<file path="config.mk">
export PLATFORM = sky130hd
export DESIGN_NAME = clkgate_idle_ctrl
export DESIGN_NICKNAME = d
export VERILOG_FILES = /design/src/rtl/clkgate_ctrl_pkg.sv /design/src/rtl/generic_clkgate.sv /design/src/rtl/clkgate_idle_ctrl.sv
export SDC_FILE = /design/constraint.sdc
export NUM_CORES = 1
export LEC_CHECK = 0
export CORE_AREA = 5 5 77 79
export CTS_CLUSTER_SIZE = 14
export DETAILED_ROUTE_END_ITERATION = 8
export DIE_AREA = 0 0 82 84
export PLACE_DENSITY = 0.83
export SYNTH_ARGS = -nofsm -noshare
export SYNTH_HDL_FRONTEND = slang
export SYNTH_SLANG_ARGS = --single-unit
</file>
<file path="constraint.sdc">
create_clock -name clk -period 2.73 [get_ports clk]
set_input_delay 0.273 -clock clk [delete_from_list [all_inputs] [get_ports clk]]
set_output_delay 0.273 -clock clk [all_outputs]
set_load 0.05 [all_outputs]
</file>
<file path="src/rtl/clkgate_ctrl_pkg.sv">
// State encoding and counter widths shared by the clock-gating idle controller
// and its testbench.
package clkgate_ctrl_pkg;

    typedef enum logic [1:0] {
        ON        = 2'd0,
        IDLE_WAIT = 2'd1,
        OFF       = 2'd2,
        WAKE      = 2'd3
    } cg_state_e;

    localparam int GATED_CNT_W = 32;
    localparam int WAKE_CNT_W  = 4;

endpackage

</file>
<file path="src/rtl/generic_clkgate.sv">
// Latch-based integrated clock gate: the enable is sampled only while clk is
// low, so clk_out can never produce a runt pulse.
module generic_clkgate (
    input  logic clk,
    input  logic en,
    input  logic te,
    output logic clk_out
);

    logic enLatch;

    always_latch begin
        if (!clk) begin
            enLatch = en | te;
        end
    end

    assign clk_out = clk & enLatch;

endmodule

</file>
<file path="src/rtl/clkgate_idle_ctrl.sv">
// Idle-driven clock-gating controller: gates the downstream clock after a
// programmable idle period and restores it on request, acknowledging requesters.
module clkgate_idle_ctrl
    import clkgate_ctrl_pkg::*;
#(
    parameter int NUM_REQ     = 4,
    parameter int IDLE_CNT_W  = 8,
    parameter int WAKE_CYCLES = 2
) (
    input  logic                   clk,
    input  logic                   reset,
    input  logic                   te,
    input  logic                   force_on,
    input  logic [IDLE_CNT_W-1:0]  idle_thresh,
    input  logic                   busy,
    input  logic [NUM_REQ-1:0]     req,
    output logic [NUM_REQ-1:0]     ack,
    output logic                   gclk_out,
    output logic                   clk_en,
    output logic [1:0]             state,
    output logic [GATED_CNT_W-1:0] gated_cycles
);

    localparam logic [WAKE_CNT_W-1:0] WakeLast = WAKE_CNT_W'(WAKE_CYCLES - 1);

    cg_state_e               stateQ, stateD;
    logic [IDLE_CNT_W-1:0]   idleCntQ, idleCntD;
    logic [WAKE_CNT_W-1:0]   wakeCntQ, wakeCntD;
    logic [NUM_REQ-1:0]      ackQ, ackD;
    logic [GATED_CNT_W-1:0]  gatedQ, gatedD;
    logic                    clkEnQ, clkEnD;
    logic                    anyReq;

    assign anyReq = |req;

    // Wake-up causes outrank idle expiry in IDLE_WAIT; busy cannot wake OFF.
    always_comb begin
        stateD   = stateQ;
        idleCntD = idleCntQ;
        wakeCntD = wakeCntQ;
        case (stateQ)
            ON: begin
                idleCntD = '0;
                if (!anyReq && !busy && !force_on) begin
                    stateD = IDLE_WAIT;
                end
            end
            IDLE_WAIT: begin
                if (anyReq || busy || force_on) begin
                    stateD   = ON;
                    idleCntD = '0;
                end else begin
                    if (idleCntQ >= idle_thresh) begin
                        stateD = OFF;
                    end
                    if (idleCntQ != '1) begin
                        idleCntD = idleCntQ + 1'b1;
                    end
                end
            end
            OFF: begin
                if (anyReq || force_on) begin
                    stateD   = WAKE;
                    wakeCntD = '0;
                end
            end
            WAKE: begin
                if (wakeCntQ >= WakeLast) begin
                    stateD   = ON;
                    wakeCntD = '0;
                end else begin
                    wakeCntD = wakeCntQ + 1'b1;
                end
            end
            default: begin
                stateD = ON;
            end
        endcase
    end

    always_comb begin
        ackD   = (stateQ == ON) ? req : '0;
        clkEnD = (stateD != OFF);
        gatedD = gatedQ;
        if (stateQ == OFF && gatedQ != '1) begin
            gatedD = gatedQ + 1'b1;
        end
    end

    // Reset re-enables the clock at once so the gated domain sees its own reset.
    always_ff @(posedge clk or posedge reset) begin
        if (reset) begin
            stateQ   <= ON;
            idleCntQ <= '0;
            wakeCntQ <= '0;
            ackQ     <= '0;
            gatedQ   <= '0;
            clkEnQ   <= 1'b1;
        end else begin
            stateQ   <= stateD;
            idleCntQ <= idleCntD;
            wakeCntQ <= wakeCntD;
            ackQ     <= ackD;
            gatedQ   <= gatedD;
            clkEnQ   <= clkEnD;
        end
    end

    assign ack          = ackQ;
    assign clk_en       = clkEnQ;
    assign state        = stateQ;
    assign gated_cycles = gatedQ;

    generic_clkgate u_gate (
        .clk     (clk),
        .en      (clkEnQ),
        .te      (te),
        .clk_out (gclk_out)
    );

endmodule
</file>
## After elaboration in Yosys (flattened, before gate mapping)

Cells that the tools add are included.

| word-level totals | value |
|---|---|
| RAM bits | 0 |
| memory bits (read-only) | 0 |
| bits of input ports | 17 |
| memories | 0 |
| bits in registers | 51 |
| logic and storage cells | 51 |
| bits in latches | 1 |

| cells by class | value |
|---|---|
| add/subtract/negate cells | 3 |
| multipliers | 0 |
| bitwise operators | 2 |
| magnitude comparators | 2 |
| divide/modulo/power cells | 0 |
| equality and inequality tests | 8 |
| reduce and logical (&&, ||, !) cells | 15 |
| shift operators | 0 |
| muxes and demuxes | 14 |

Operators by type and width:

| kind | count |
|---|---|
| adder 32 x 1 -> 32 bit, second input constant | 1 |
| != test 32 bit, second input constant | 1 |
| two-way mux 8 bit | 2 |
| case mux 8 bit (2 select lines) | 1 |
| two-way mux 4 bit | 3 |
| two-way mux 2 bit | 5 |
| adder 8 x 1 -> 8 bit, second input constant | 1 |
| >= comparator 8 bit | 1 |
| != test 8 bit, second input constant | 1 |
| case mux 2 bit (4 select lines) | 1 |
| case mux 4 bit (2 select lines) | 1 |
| adder 4 x 1 -> 4 bit, second input constant | 1 |
| == test 2 bit, second input constant | 2 |
| >= comparator 4 x 1 -> 1 bit, second input constant | 1 |
| != test 2 bit, second input constant | 2 |
| AND reduction 2 bit | 2 |
| nonzero test 2 bit | 2 |
| OR reduction 4 bit | 1 |
| logical AND 1 bit | 3 |
| logical NOT 1 bit | 3 |
| logical OR 1 bit | 3 |
| != test 3 bit, second input constant | 1 |
| == test 2 x 1 -> 1 bit, second input constant | 1 |
| logical NOT 2 bit | 1 |
| other kinds (3) | 3 |

## Logic depth before layout (Yosys ltp)

Gate-level depths: netlist of the first run.

| depth | value |
|---|---|
| depth after elaboration | 7 |
| mapped depth | 7 |
| mapped depth without buffers | 7 |

## Modules after synthesis

From an unflattened synthesis of the first run, not the netlist that was laid out.

| second synthesis, totals | value |
|---|---|
| cells, all modules | 269 |
| area total of the unflattened synthesis | 2700.1 um^2 |

By module, submodules not included:

| module | seq. area each (um^2) | area an instance (um^2) | cells an instance | times used |
|---|---|---|---|---|
| clkgate_idle_ctrl | 1277.5 | 2672.6 | 266 | 1 |
| generic_clkgate | 0.0 | 27.5 | 3 | 1 |

==> results.md, run 1 <==
- Status: finished, final reports clean
- Share of the synthesized area in the top cell type: 0.4564
- Hold Slack: 110.5 ps
- CP cell instances: and2_4 -> buf_8
- Die X: 82 um
- R2r endpoint: gated_cycles[29]
- Layout area overhead: 30.03%
- Top cells by area in the synthesized netlist: dfrtp_1, xnor2_1, ha_1
- YS warnings: 0
- Post-Syn Area per Cell: 10.34 sq um
- Drt first pass iters: 4
- Remaining routing DRC violations: 0
- Top fanout value on the critical path: 1
- Post-synthesis instance total: 265
- PwrDens: 468.9 nW/um^2
- Cell Rows: 27
- Max incr delay on CP: 400 ps
- WS Path Type: latch to primary output
- Initial DRC count: 94
- Setup crit end kind: primary output
- FF-to-FF Start: gated_cycles[20]
- Ant diodes: 0
- Mean routed wirelength per cell: 14.35 um
- IR drop worst, VDD: 0.4538 mV
- DR vias: 2216
- Hold Fails Final Rpt: 0
- Synth Area in Compound Gates: 0.1050
- Syn_nets: 295
- Distinct cells, synth: 54
- CP max stage cell: dlxtn_1
- Gpl congestion: 0.8035
- Fin Clk Skew: 4.836 ps
- Synth Area in Adders: 0.05933
- Yosys top cell by area: dfrtp_1
- Commonest cells post-synth: dfrtp_1, nand3_1, xnor2_1
- Vias in the first global route: 2226
- Worst reg2reg path depth: 5
- Leakage: 1.616 nW
- Gr usage total: 0.1850
- Global route total overflow: 0
- Prevailing post-synth register cell: dfrtp_1
- Final WL: 5784 um
- Cell Area, Placed: 3383 sq um
- Post-synth EDFFs: 0
- Synth async-reset ratio: 0.9808
- Startpoint types: latch
- Post-Synth Simple-Gate Area: 0.2373
- Largest family of logic cells by synthesized area: simple AND/OR/NAND/NOR gates
- Worst EP arrival: 2450 ps
- Synthesized area: 2741 sq um
- Layout Cells excl Fill: 403
- Worst slew pin tran: 999.0 ps
- Starting Density: 0.5202
- Post-synthesis mux area share: 0.008215
- Initial antenna violation count: 0
- Buffers added on ports: 56
- First-pass GRT wire length: 10140 um
- Synth Area in XOR/XNOR: 0.08946
- Placed Cells incl. Taps: 392
- Total of max-cap violations: 0
- Final setup violation count: 0
- Largest net degree at the start of global routing: 23
- Layout cells sized above 1: 0.09970
- Worst hold path type: input port to asynchronous set/reset pin
- Hold buffer count at cts: 0
- Die ar.: 6888 sq um
- Number of vias per cell: 5.499
- Core footprint: 5270 sq um
- Most frequent cell after synthesis: dfrtp_1
- Clock-pin slew on the worst setup and hold paths: 90 ps
- Antenna viol nets, final: 0
- Io pins: 57
- Fin worst setup slack: 3.178 ps
- Final instance area: 3565 sq um
- Reg2Reg Setup Slack: 490 ps
- NumNets Final: 360
- Pre-CTS setup slack: -162.6 ps
- Worst path required time: 2460 ps
- RSZ-0062 raised after global routing: true
- Yosys reg bits: 52
- Dpl hpwl: 4482 um
- TritonCTS clock tree: built
- Max_slew headroom: 0.3309
- Die Height: 84 um
- Skew-Pair Late Insertion Delay: 410 ps
- Slew Viols, Final: 0
[metrics by stage]
step | power (mW) | setup TNS (ps) | util
after floorplan | 0.8871 | 0 | -
after global placement | 0.9542 | -158.3 | 0.6420
after detailed placement | 0.9563 | -162.6 | 0.6420
after CTS | 1.691 | -7.245 | 0.6764
after global routing | 1.742 | -36.49 | 0.6764
final | 1.671 | 0 | 0.6764
[registers in the layout, indices dropped and copies added (netlist names)]
register and flops:
state 2, idleCntQ 8, gated_cycles 32, u_gate.enLatch 1, clk_en 1, wakeCntQ 4
ack 4
[worst max-delay path: cells and delay by family (launching register included)]
kind                   cells  cell delay, ps
latches                    1             400
buffers and inverters      1             130
AND/OR/NAND/NOR            1             130
[cell usage in the layout, fill, tap and decap left out, types with 5 or more instances in the layout]
master,synthesis,routed
nor3_1,5,5
and2_1,7,6
nand4_1,10,10
inv_1,13,12
xor2_1,8,8
nor2_1,18,18
o21ai_0,7,7
and3_1,9,9
clkbuf_8,0,8
nand3_1,24,24
nand2_1,14,14
dfrtp_1,50,50
ha_1,13,13
xnor2_1,20,20
a31oi_1,6,6
clkdlybuf4s50_1,0,55
[how the worst max path moves through the flow]
stage                     slack (ps)        to  depth (start not counted)           start
after floorplan                  310  gclk_out                          1  u_gate.enLatch
after global placement          -160  gclk_out                          2  u_gate.enLatch
after detailed placement        -160  gclk_out                          2  u_gate.enLatch
after CTS                         -7  gclk_out                          2  u_gate.enLatch
after global routing             -40  gclk_out                          2  u_gate.enLatch
final                              3  gclk_out                          2  u_gate.enLatch
[layout make-up]
type	instances	area (sq um)
fill	422	1705
clock inverter	2	38.79
inverter	13	48.80
clock buffer	10	150.1
timing repair buffer	58	573.1
multi-input combinational	196	1371
sequential	52	1292
tap	72	90.09
[metal layers]
metal  wire length (um)  GRT usage  vias to the layer above
met5                  0          0                        -
met4                 83    0.06344                        0
met3                326    0.05616                        8
met2               2778     0.2873                       57
met1               2596     0.2425                     1065
li1                   -          -                     1086
[power by group]
group	total (mW)	leakage, nW	switching (mW)	internal, mW
registers	0.770	0.704	0.00139	0.768
clock network	0.827	0.101	0.341	0.486
logic	0.0751	0.812	0.0403	0.0348
total	1.67	1.62	0.383	1.29
[cell families after synthesis]
group,count (synthesis)
fa+ha+maj,13
buf+inv,17
simple gates,113
flops,51
compound gates,40
xor+xnor,28
mux,2
latches,1
[what timing repair did]
item / in CTS / in global routing
gates resized for setup: 9 / 0
cloned: 0 / 0
setup buffers: 0 / 0
setup endpoints to repair: 2 / 2
Power figures use the tool's default switching activity.
==> run 2, diff against run 1 <==
- CORE_AREA: 5 5 77 79 -> 5 5 81 83
- DIE_AREA: 0 0 82 84 -> 0 0 86 88
- PLACE_DENSITY: 0.83 -> 0.76
==> results.md, run 2 (synthesis results as in run 1) <==
- Die X: 86 um (was 82 um)
- Layout Cells excl Fill: 406 (was 403)
- Core footprint: 5781 sq um (was 5270 sq um)
- Pwr Total: 1.606 mW (was 1.671 mW)
- Hold buffer count at cts: 0 (unchanged)
- Gpl congestion: 0.8173 (was 0.8035)
- Worst EP arrival: 2460 ps (was 2450 ps)
- First-pass GRT wire length: 9763 um (was 10140 um)
- Initial DRC count: 90 (was 94)
- Worst setup path startpoint: u_gate.enLatch (unchanged)
- Remaining routing DRC violations: 0 (unchanged)
- Fin Setup TNS: -6.559 ps (was 0 ps)
- Dpl hpwl: 4321 um (was 4482 um)
- Largest register FFs: 32 (unchanged)
- Skew-Pair Late Insertion Delay: 400 ps (was 410 ps)
- Layout cells sized above 1: 0.09668 (was 0.09970)
- Commonest non-fill, non-tap cell in the layout: clkdlybuf4s50_1 (unchanged)
- Fillers: 485 (was 422)
- Failing checks: setup timing
- Worst hold path type: input port to asynchronous set/reset pin (unchanged)
- Met3 WL: 294 um (was 326 um)
- Max_slew headroom: 0.2878 (was 0.3309)
- Max incr delay on CP: 410 ps (was 400 ps)
- Clock-pin slew on the worst setup and hold paths: 90 ps (about the same)
- NumNets Final: 360 (unchanged)
- Number of vias per cell: 5.389 (was 5.499)
- Leakage: 1.606 nW (was 1.616 nW)
- Met2 WL: 2787 um (was 2778 um)
- IR drop worst, VDD: 0.5274 mV (was 0.4538 mV)
- Starting Density: 0.4742 (was 0.5202)
- WS Path Type: latch to primary output (unchanged)
- CP max stage cell: dlxtn_1 (unchanged)
- RSZ-0062 raised after global routing: true (unchanged)
- Worst path required time: 2460 ps (about the same)
- Placed Cells incl. Taps: 395 (was 392)
- Setup crit end kind: primary output (unchanged)
- Pre-CTS setup slack: -160.1 ps (was -162.6 ps)
- Largest net degree at the start of global routing: 52 (was 23)
- Die ar.: 7568 sq um (was 6888 sq um)
- Mean routed wirelength per cell: 14.39 um (was 14.35 um)
- Total of max-cap violations: 0 (unchanged)
- Cell Rows: 28 (was 27)
- Gr usage total: 0.1618 (was 0.1850)
- Hold Fails Final Rpt: 0 (unchanged)
- CP cell instances: and2_4 -> buf_8 (unchanged)
- PwrDens: 452.8 nW/um^2 (was 468.9 nW/um^2)
- Fin worst setup slack: -6.559 ps (was 3.178 ps)
- Ant diodes: 0 (unchanged)
- Global route total overflow: 0 (unchanged)
- Most frequent cells in the layout: clkdlybuf4s50_1, dfrtp_1, nand3_1 (unchanged)
- Drt first pass iters: 5 (was 4)
- Buffers added on ports: 56 (unchanged)
- Slew Viols, Final: 0 (unchanged)
- Worst reg2reg path depth: 6 (was 5)
- Layout area overhead: 29.39% (was 30.03%)
- Top fanout value on the critical path: 1 (unchanged)
- Initial antenna violation count: 0 (unchanged)
- Die Height: 88 um (was 84 um)
- Top Metal Used: met4 (unchanged)
- Startpoint types: latch (unchanged)
- Final WL: 5843 um (was 5784 um)
- Io pins: 57 (unchanged)
- M1 WL: 2702 um (was 2596 um)
- Antenna viol nets, final: 0 (unchanged)
- Vias in the first global route: 2048 (was 2226)
- Status: finished, violations left (was finished, final reports clean)
- FF-to-FF Start: gated_cycles[0] (was gated_cycles[20])
- DR vias: 2188 (was 2216)
- TritonCTS clock tree: built (unchanged)
- Finished Core Util: 0.6136 (was 0.6764)
- Worst slew pin tran: 1063 ps (was 999.0 ps)
- Final setup violation count: 2 (was 0)
- Fin Clk Skew: 6.309 ps (was 4.836 ps)
[run 2: changes by cell type in the layout (fill, tap and decap cells not counted)]
cell / previous run / this run
clkinv_4: 0 / 1
inv_6: 1 / 0
clkinv_1: 0 / 1
clkbuf_16: 1 / 0
[run 2: worst paths after layout]
| check | to | slack (ps) |
|---|---|---|
| worst max-delay path | gclk_out | -7 |
| worst min-delay path | ack[1] | 340 |
| worst max register to register | gated_cycles[31] | 510 |
| worst min register to register | gated_cycles[22] | 500 |
| max in group asynchronous | gated_cycles[12] | 1960 |
| min in group clk | ack[3] | 460 |
[run 2: cell type report]
type	instances	area, sq um	area share
clock buffers	9	125.1	0.03527
multi-input cells	196	1371	0.3866
well taps	75	93.84	0.02646
clock inverters	3	42.54	0.01199
flip-flops and latches	52	1292	0.3644
repair buffers	58	573.1	0.1616
inverters	13	48.80	0.01376
[run 2: what timing repair did]
item	CTS	global route
endpoints found under the setup margin	2	2
buffers inserted	0	0
gates resized for setup	7	2
endpoints found under the hold margin	0	0
cloned	0	0
[run 2: through the flow]
stage          hold slack [ps]  instance area [sq um]
4_1_cts                  377.0                   3541
6_report                 344.7                   3547
3_5_place_dp             483.3                   3387
5_1_grt                  409.1                   3547
2_1_floorplan            401.6                   2741
3_3_place_gp             485.9                   3387
[run 2: power by group]
part / internal [mW] / total [mW] / switching, mW
Sequential: 0.768 / 0.769 / 0.00137
Combinational: 0.0339 / 0.0742 / 0.0403
Clock: 0.425 / 0.763 / 0.337
Total: 1.23 / 1.61 / 0.379
[run 2: worst max-delay path, delay by kind of cell, from the launching register on]
kind,cells,cell delay (ps)
buffers and inverters,1,140
latches,1,410
and+or+nand+nor,1,140
[run 2: layer usage]
metal / global-route usage / vias up
li1: - / 1081
met4: 0.04892 / 0
met2: 0.2593 / 40
met3: 0.04516 / 4
met1: 0.2142 / 1063
met5: 0 / -
==> run 3, diff against run 2 <==
- REMOVE_ABC_BUFFERS: not set -> 1
==> results.md, run 3 (synthesis results as in run 1) <==
- Status: finished, final reports clean (was finished, violations left)
- Core footprint: 5781 sq um (unchanged)
- Top fanout value on the critical path: 1 (unchanged)
- Vias in the first global route: 2141 (was 2048)
- First-pass GRT wire length: 9749 um (was 9763 um)
- Worst path required time: 2460 ps (about the same)
- Worst hold path type: input port to asynchronous set/reset pin (unchanged)
- Die ar.: 7568 sq um (unchanged)
- WS Path Type: latch to primary output (unchanged)
- Largest net degree at the start of global routing: 52 (unchanged)
- Hold Slack: 342.2 ps (was 344.7 ps)
- Worst slew pin tran: 1052 ps (was 1063 ps)
- Initial DRC count: 81 (was 90)
- Startpoint types: latch (unchanged)
- Final instance area: 3540 sq um (was 3547 sq um)
- Commonest non-fill, non-tap cell in the layout: clkdlybuf4s50_1 (unchanged)
- TritonCTS clock tree: built (unchanged)
- Cell Rows: 28 (unchanged)
- RSZ-0062 raised after global routing: true (unchanged)
- Ant diodes: 0 (unchanged)
- Setup crit end kind: primary output (unchanged)
- Hold Fails Final Rpt: 0 (unchanged)
- IR drop worst, VDD: 0.6242 mV (was 0.5274 mV)
- Largest register FFs: 32 (unchanged)
- NumNets Final: 359 (was 360)
- Global route total overflow: 0 (unchanged)
- Placed Cells incl. Taps: 394 (was 395)
- Buffers added on ports: 56 (unchanged)
- Layout Cells excl Fill: 405 (was 406)
- Fin Clk Skew: 13.17 ps (was 6.309 ps)
- Io pins: 57 (unchanged)
- Max_slew headroom: 0.2957 (was 0.2878)
- Leakage: 1.600 nW (was 1.606 nW)
- Gpl congestion: 0.8428 (was 0.8173)
- Initial antenna violation count: 0 (unchanged)
- Mean routed wirelength per cell: 14.10 um (was 14.39 um)
- Dpl hpwl: 4273 um (was 4321 um)
- Worst EP arrival: 2450 ps (was 2460 ps)
- Clock-pin slew on the worst setup and hold paths: 90 ps (about the same)
- Most frequent cells in the layout: clkdlybuf4s50_1, dfrtp_1, nand3_1 (unchanged)
- Hold buffer count at cts: 0 (unchanged)
- Layout cells sized above 1: 0.09394 (was 0.09668)
- Starting Density: 0.4742 (unchanged)
- Remaining routing DRC violations: 0 (unchanged)
- Final setup violation count: 0 (was 2)
- Slew Viols, Final: 0 (unchanged)
- Fin Setup TNS: 0 ps (was -6.559 ps)
- Gr usage total: 0.1637 (was 0.1618)
- Layout area overhead: 29.12% (was 29.39%)
- PwrDens: 453.7 nW/um^2 (was 452.8 nW/um^2)
- Drt first pass iters: 4 (was 5)
- Die X: 86 um (unchanged)
- Final WL: 5712 um (was 5843 um)
- Antenna viol nets, final: 0 (unchanged)
- Die Height: 88 um (unchanged)
- Finished Core Util: 0.6123 (was 0.6136)
- Cell Area, Placed: 3379 sq um (was 3387 sq um)
- Total of max-cap violations: 0 (unchanged)
- Number of vias per cell: 5.383 (was 5.389)
- Skew-Pair Late Insertion Delay: 410 ps (was 400 ps)
- DR vias: 2180 (was 2188)
[run 3: worst paths after layout]
kind | start | to | slack [ps] | depth (start not counted)
worst min register to register | gated_cycles[6] | gated_cycles[6] | 500 | 1
worst min-delay path | reset | ack[0] | 340 | 3
max in group asynchronous | reset | gated_cycles[6] | 1960 | 3
worst max-delay path | u_gate.enLatch | gclk_out | 8 | 2
min in group clk | req[2] | ack[2] | 450 | 2
worst max register to register | gated_cycles[0] | gated_cycles[29] | 500 | 6
[run 3: area by class of cell]
| type | instances | area, sq um |
|---|---|---|
| fillers | 504 | 2241 |
| well taps | 75 | 93.84 |
| clock inverters | 3 | 42.54 |
| clock buffers | 9 | 125.1 |
| flip-flops and latches | 52 | 1292 |
| inverters | 13 | 48.80 |
| multi-input cells | 196 | 1371 |
| repair buffers | 57 | 565.5 |
[run 3: timing repair]
action                     CTS  global route
cloned                       0             0
setup buffers                0             0
gates resized for setup      7             2
setup endpoints to repair    2             2
[run 3: critical path, stage by stage, from the launching register on]
cell	delay, ps
dlxtn_1	400
and2_4	130
buf_8	130
[run 3: metrics by stage]
step	power [mW]	setup slack (ps)
floorplan	0.8871	313.8
global placement	0.9532	-159.2
detailed placement	0.9542	-161.1
CTS	1.598	-4.269
global route	1.666	-30.22
finish	1.606	7.698
[run 3: power breakdown]
part	total [mW]	internal, mW	switching (mW)	leakage (nW)
Sequential	0.769	0.768	0.00117	0.704
Combinational	0.0726	0.0337	0.0389	0.807
Clock	0.764	0.425	0.339	0.0895
Total	1.61	1.23	0.379	1.60
[run 3: layer usage]
metal	global-route usage	routed length, um
met1	0.2042	2619
met2	0.2684	2768
met3	0.04233	248
met4	0.07338	76
met5	0	0
==> variant 1: new RTL, config.mk and constraints of run 2 <==
`WAKE_CNT_W`: 4 -> 3.
--- a/src/rtl/clkgate_ctrl_pkg.sv
+++ b/src/rtl/clkgate_ctrl_pkg.sv
@@ -11,5 +11,5 @@
 
     localparam int GATED_CNT_W = 32;
-    localparam int WAKE_CNT_W  = 4;
+    localparam int WAKE_CNT_W  = 3;
 
 endpackage
Function: not checked (the comparison handles one clock edge and no latches or derived clocks); the edit may change what the design does.
==> variant 1 against run 2 <==
Worst setup slack better by 7.1 ps; sequential cell count down 1; routed wire length down 0.36%; first-iteration DRC count up 18%; critical path type unchanged; final area down 0.53%; core utilization down 0.32 points; area after synthesis shrank 1.2%; critical endpoint unchanged.
Power is not compared: it rests on default switching activity, and its combinational part moved more than twofold at a synthesized area within 25%.
==> variant 1: results (changes against run 2) <==
Peak VDD IR: 0.6331 mV
fraction of registers with async set/reset: 98.04% (about the same)
Leak Pwr: 0.001585 uW
Clk pin slew, worst setup/hold paths: 90 ps (about the same)
Final Worst Setup Slack: 0.5449 ps (+7.103 ps)
CP startpoint: u_gate.enLatch
Largest register FFs: 32 (unchanged)
Worst-Skew Late Latency: 420 ps (+20 ps)
DR vias/cell: 5.463 (+1.4%)
synth unique cells: 47 (-13%)
share of cells above drive strength 1: 7.903% (-1.8 points)
crit path max fanout: 1 (unchanged)
top cells by area, synth: dfrtp_1 (45%), xnor2_1 (7.4%), ha_1 (5.5%), nand4_1 (4.6%), nand3_1 (3.0%)
Synth top cells by count: dfrtp_1 (49), xnor2_1 (23), nand4_1 (20)
Synth Net Count: 296 (+0.34%)
vias in the first global route: 2,133 (+4.2%)
fillcell total: 519 (+7.0%)
Avg WL per Cell: 14.41 um (+0.13%)
n_diodes: 0 (unchanged)
Hold/Removal Path Class: primary input to async pin
worst setup path endpoint: gclk_out
pre-CTS WS: -159.9 ps (+0.1940 ps)
hpwl dp: 4419 um (+2.3%)
normalized max-slew margin: 58.51% (+30 points)
Reg2Reg Launch Point: state[1]
data arrival time of the worst path: 2460 ps (about the same)
clock skew: 2.277 ps (-4.032 ps)
hold_ws: 329.4 ps (-15.30 ps)
first-pass GRT wire length: 9908 um (+1.5%)
RePlAce Congestion: 0.8061 (-1.4%)
largest net degree at the start of global routing: 51 (-1.9%)
flop-to-flop setup slack: 670 ps (+160 ps)
worst r2r dst: gated_cycles[31]
synthesized instance count: 267 (+0.75%)
Post-CTS Setup Repair Bufs: 0 (unchanged)
overall global routing resource usage: 17.01% (+0.83 points)
antenna violations before repair: 0 (unchanged)
placed cell count: 393 (-0.51%)
Iter 0 DRT Violations: 106 (+18%)
# nets final: 357 (-0.83%)
via count: 2,207 (+0.87%)
FF/Latch Area: 1267 um^2 (-1.9%)
DRT Pass-1 Iters: 4 (-1)
Port Buf Inserts: 56 (unchanged)
synth warn: 0 (unchanged)
status: completed
FF-to-FF path depth: 5 (-1)
post-placement cell area: 3347 um^2 (-1.2%)
variant 1: cell types whose count changed in the layout (fill, tap and decap cells not counted), moves of 4 or more:
| cell | run 2 | this run |
|---|---|---|
| nand4_1 | 10 | 20 |
| nand2_1 | 14 | 18 |
| xor2_1 | 8 | 3 |
| nand3_1 | 24 | 16 |
| a21oi_1 | 3 | 8 |
| and4_1 | 1 | 6 |
variant 1: worst max-delay path: stages, from the launching register on:
cell,delay (ps)
dlxtn_1,390
and2_4,130
buf_8,140
variant 1: logic make-up (layout without fill, tap and decap cells):
group / count (synthesis) / count (layout) / share of synthesized area, %
latches: 1 / 1 / 0.5544
AOI/OAI and AO/OA: 35 / 35 / 8.781
DFF: 50 / 50 / 46.26
buffers and inverters: 24 / 86 / 3.604
xor gates and xnor gates: 26 / 26 / 8.410
muxes: 3 / 3 / 1.155
and+or+nand+nor: 116 / 116 / 25.69
adders and majority gates: 12 / 12 / 5.545
variant 1: power by group:
part / internal, uW / total [uW] / switching [uW]
sequential: 816 / 907 / 90.7
combinational: 199 / 536 / 337
clock: 520 / 859 / 339
variant 1: area by class of cell:
class / count / area share [%]
clock buffers: 10 / 3.652
clock inverters: 2 / 1.702
inverters: 16 / 1.702
multi-input cells: 192 / 38.12
flip-flops and latches: 51 / 35.92
well taps: 75 / 2.660
repair buffers: 58 / 16.24
variant 1: repair_timing:
action / in CTS / in global routing
gates resized for setup: 9 / 0
setup endpoints to repair: 2 / 2
hold buffers: 0 / 0
variant 1: routing by layer:
layer / share of wire [%] / vias to the layer above / track usage [%]
met5: 0 / - / 0
met4: 2.3 / 0 / 9.353
met3: 4.8 / 12 / 4.610
met2: 49 / 59 / 27.89
met1: 44 / 1055 / 20.32
li1: - / 1081 / -
==> variant 2: new RTL, config.mk and constraints of run 2 <==
Made on the original files. Reset style: synchronous (`reset`), changed in one clocked block.
--- a/src/rtl/clkgate_idle_ctrl.sv
+++ b/src/rtl/clkgate_idle_ctrl.sv
@@ -89,5 +89,5 @@
 
     // Reset re-enables the clock at once so the gated domain sees its own reset.
-    always_ff @(posedge clk or posedge reset) begin
+    always_ff @(posedge clk) begin
         if (reset) begin
             stateQ   <= ON;
Function: not checked (the comparison handles one clock edge and no latches or derived clocks); the edit may change what the design does.
==> variant 2 against run 2 <==
Final area up 1.3%; area after synthesis increased by 2.4%; critical path depth did not move; total power down 5.5%; non-clock buffer count rose by 4; routed wire length is 14% higher; sequential power shrank 1%; sequential cell count unchanged; worst hold slack better by 97 ps; die area did not move; synthesized cell count increased by 26%; worst setup slack better by 15 ps.
==> variant 2: results (changes against run 2) <==
XOR/XNOR share of the synthesized area: 1.872% (-7.1 points)
synth unique cells: 51 (-5.6%)
fraction of registers with async set/reset: 0% (-98 points)
DRT Pass-1 Iters: 4 (-1)
fin cells: 471 (+16%)
largest net degree at the start of global routing: 26 (-50%)
delay-heaviest family, CP: latches
DR vias/cell: 5.749 (+6.7%)
Synth top cells by count: dfxtp_1 (51), a21oi_1 (28), nor2_1 (27)
Hold/Removal Path Class: primary input to flip-flop
clock skew: 13.46 ps (+7.151 ps)
hpwl dp: 4962 um (+15%)
Synth Area in Compound Gates: 19.52% (+9.0 points)
Iter 0 DRT Violations: 189 (+110%)
Synth Net Count: 364 (+23%)
overall global routing resource usage: 18.72% (+2.5 points)
HP Start: req[2]
Peak VDD IR: 0.4722 mV (-10%)
post-placement cell area: 3465 um^2 (+2.3%)
vias in the first global route: 2,484 (+21%)
pre-CTS WS: -156.8 ps (+3.258 ps)
RePlAce Congestion: 0.7762 (-5.0%)
worst setup path endpoint: gclk_out
main flop type after synthesis: dfxtp_1
Avg WL per Cell: 14.18 um (-1.5%)
first-pass GRT wire length: 11,410 um (+17%)
CP peak stage delay: 390 ps (-20 ps)
share of cells above drive strength 1: 6.566% (-3.1 points)
mux cell area share after synthesis: 1.114% (+0.29 points)
flop-to-flop setup slack: 310 ps (-200 ps)
CP startpoint: u_gate.enLatch
syn avg cell area: 8.406 um^2 (-19%)
worst r2r dst: gated_cycles[27]
Final Worst Setup Slack: 8.628 ps (+15.19 ps)
FF-to-FF path depth: 5 (-1)
Reg2Reg Launch Point: gated_cycles[2]
Synth Area in Adders: 5.793% (-0.14 points)
top cells by area, synth: dfxtp_1 (36%), ha_1 (5.8%), a21oi_1 (5.0%), or3_1 (3.8%), nor2_1 (3.6%)
Port Buf Inserts: 56 (unchanged)
status: completed
Worst-Margin Slew: 627.4 ps (-435.9 ps)
# nets final: 425 (+18%)
placed cell count: 460 (+16%)
hold_ws: 441.8 ps (+97.07 ps)
Worst-Skew Late Latency: 410 ps
Leak Pwr: 0.001254 uW (-22%)
variant 2: cell count changes in the layout (fill, tap and decap cells not counted), moves of 6 or more:
cell / delta
a211oi_1: +7
a21oi_1: +25
dfrtp_1: -50
dfxtp_1: +51
inv_1: +6
nand3_1: -9
nor2_1: +9
o21ai_0: +6
o21ai_1: +7
o31ai_1: +9
or3_1: +15
or4_1: +10
xnor2_1: -19
variant 2: where the power goes:
group	internal [uW]	switching (uW)
Combinational	40.2	45.9
Sequential	758	2.80
Clock	334	337
variant 2: area by class of cell:
type                    count  area (um^2)
repair buffers             62        615.6
flip-flops and latches     52         1036
fillers                   512         2186
inverters                  18        67.56
well taps                  75        93.84
multi-input cells         252         1644
clock inverters             1        5.005
clock buffers              11        132.6
variant 2: layer usage:
layer / wire [um] / track usage, % / vias up
met5: 0 / 0 / -
met2: 3186 / 30.34 / 73
met4: 72 / 6.906 / 0
met1: 2961 / 23.39 / 1254
li1: - / - / 1376
met3: 458 / 5.927 / 5
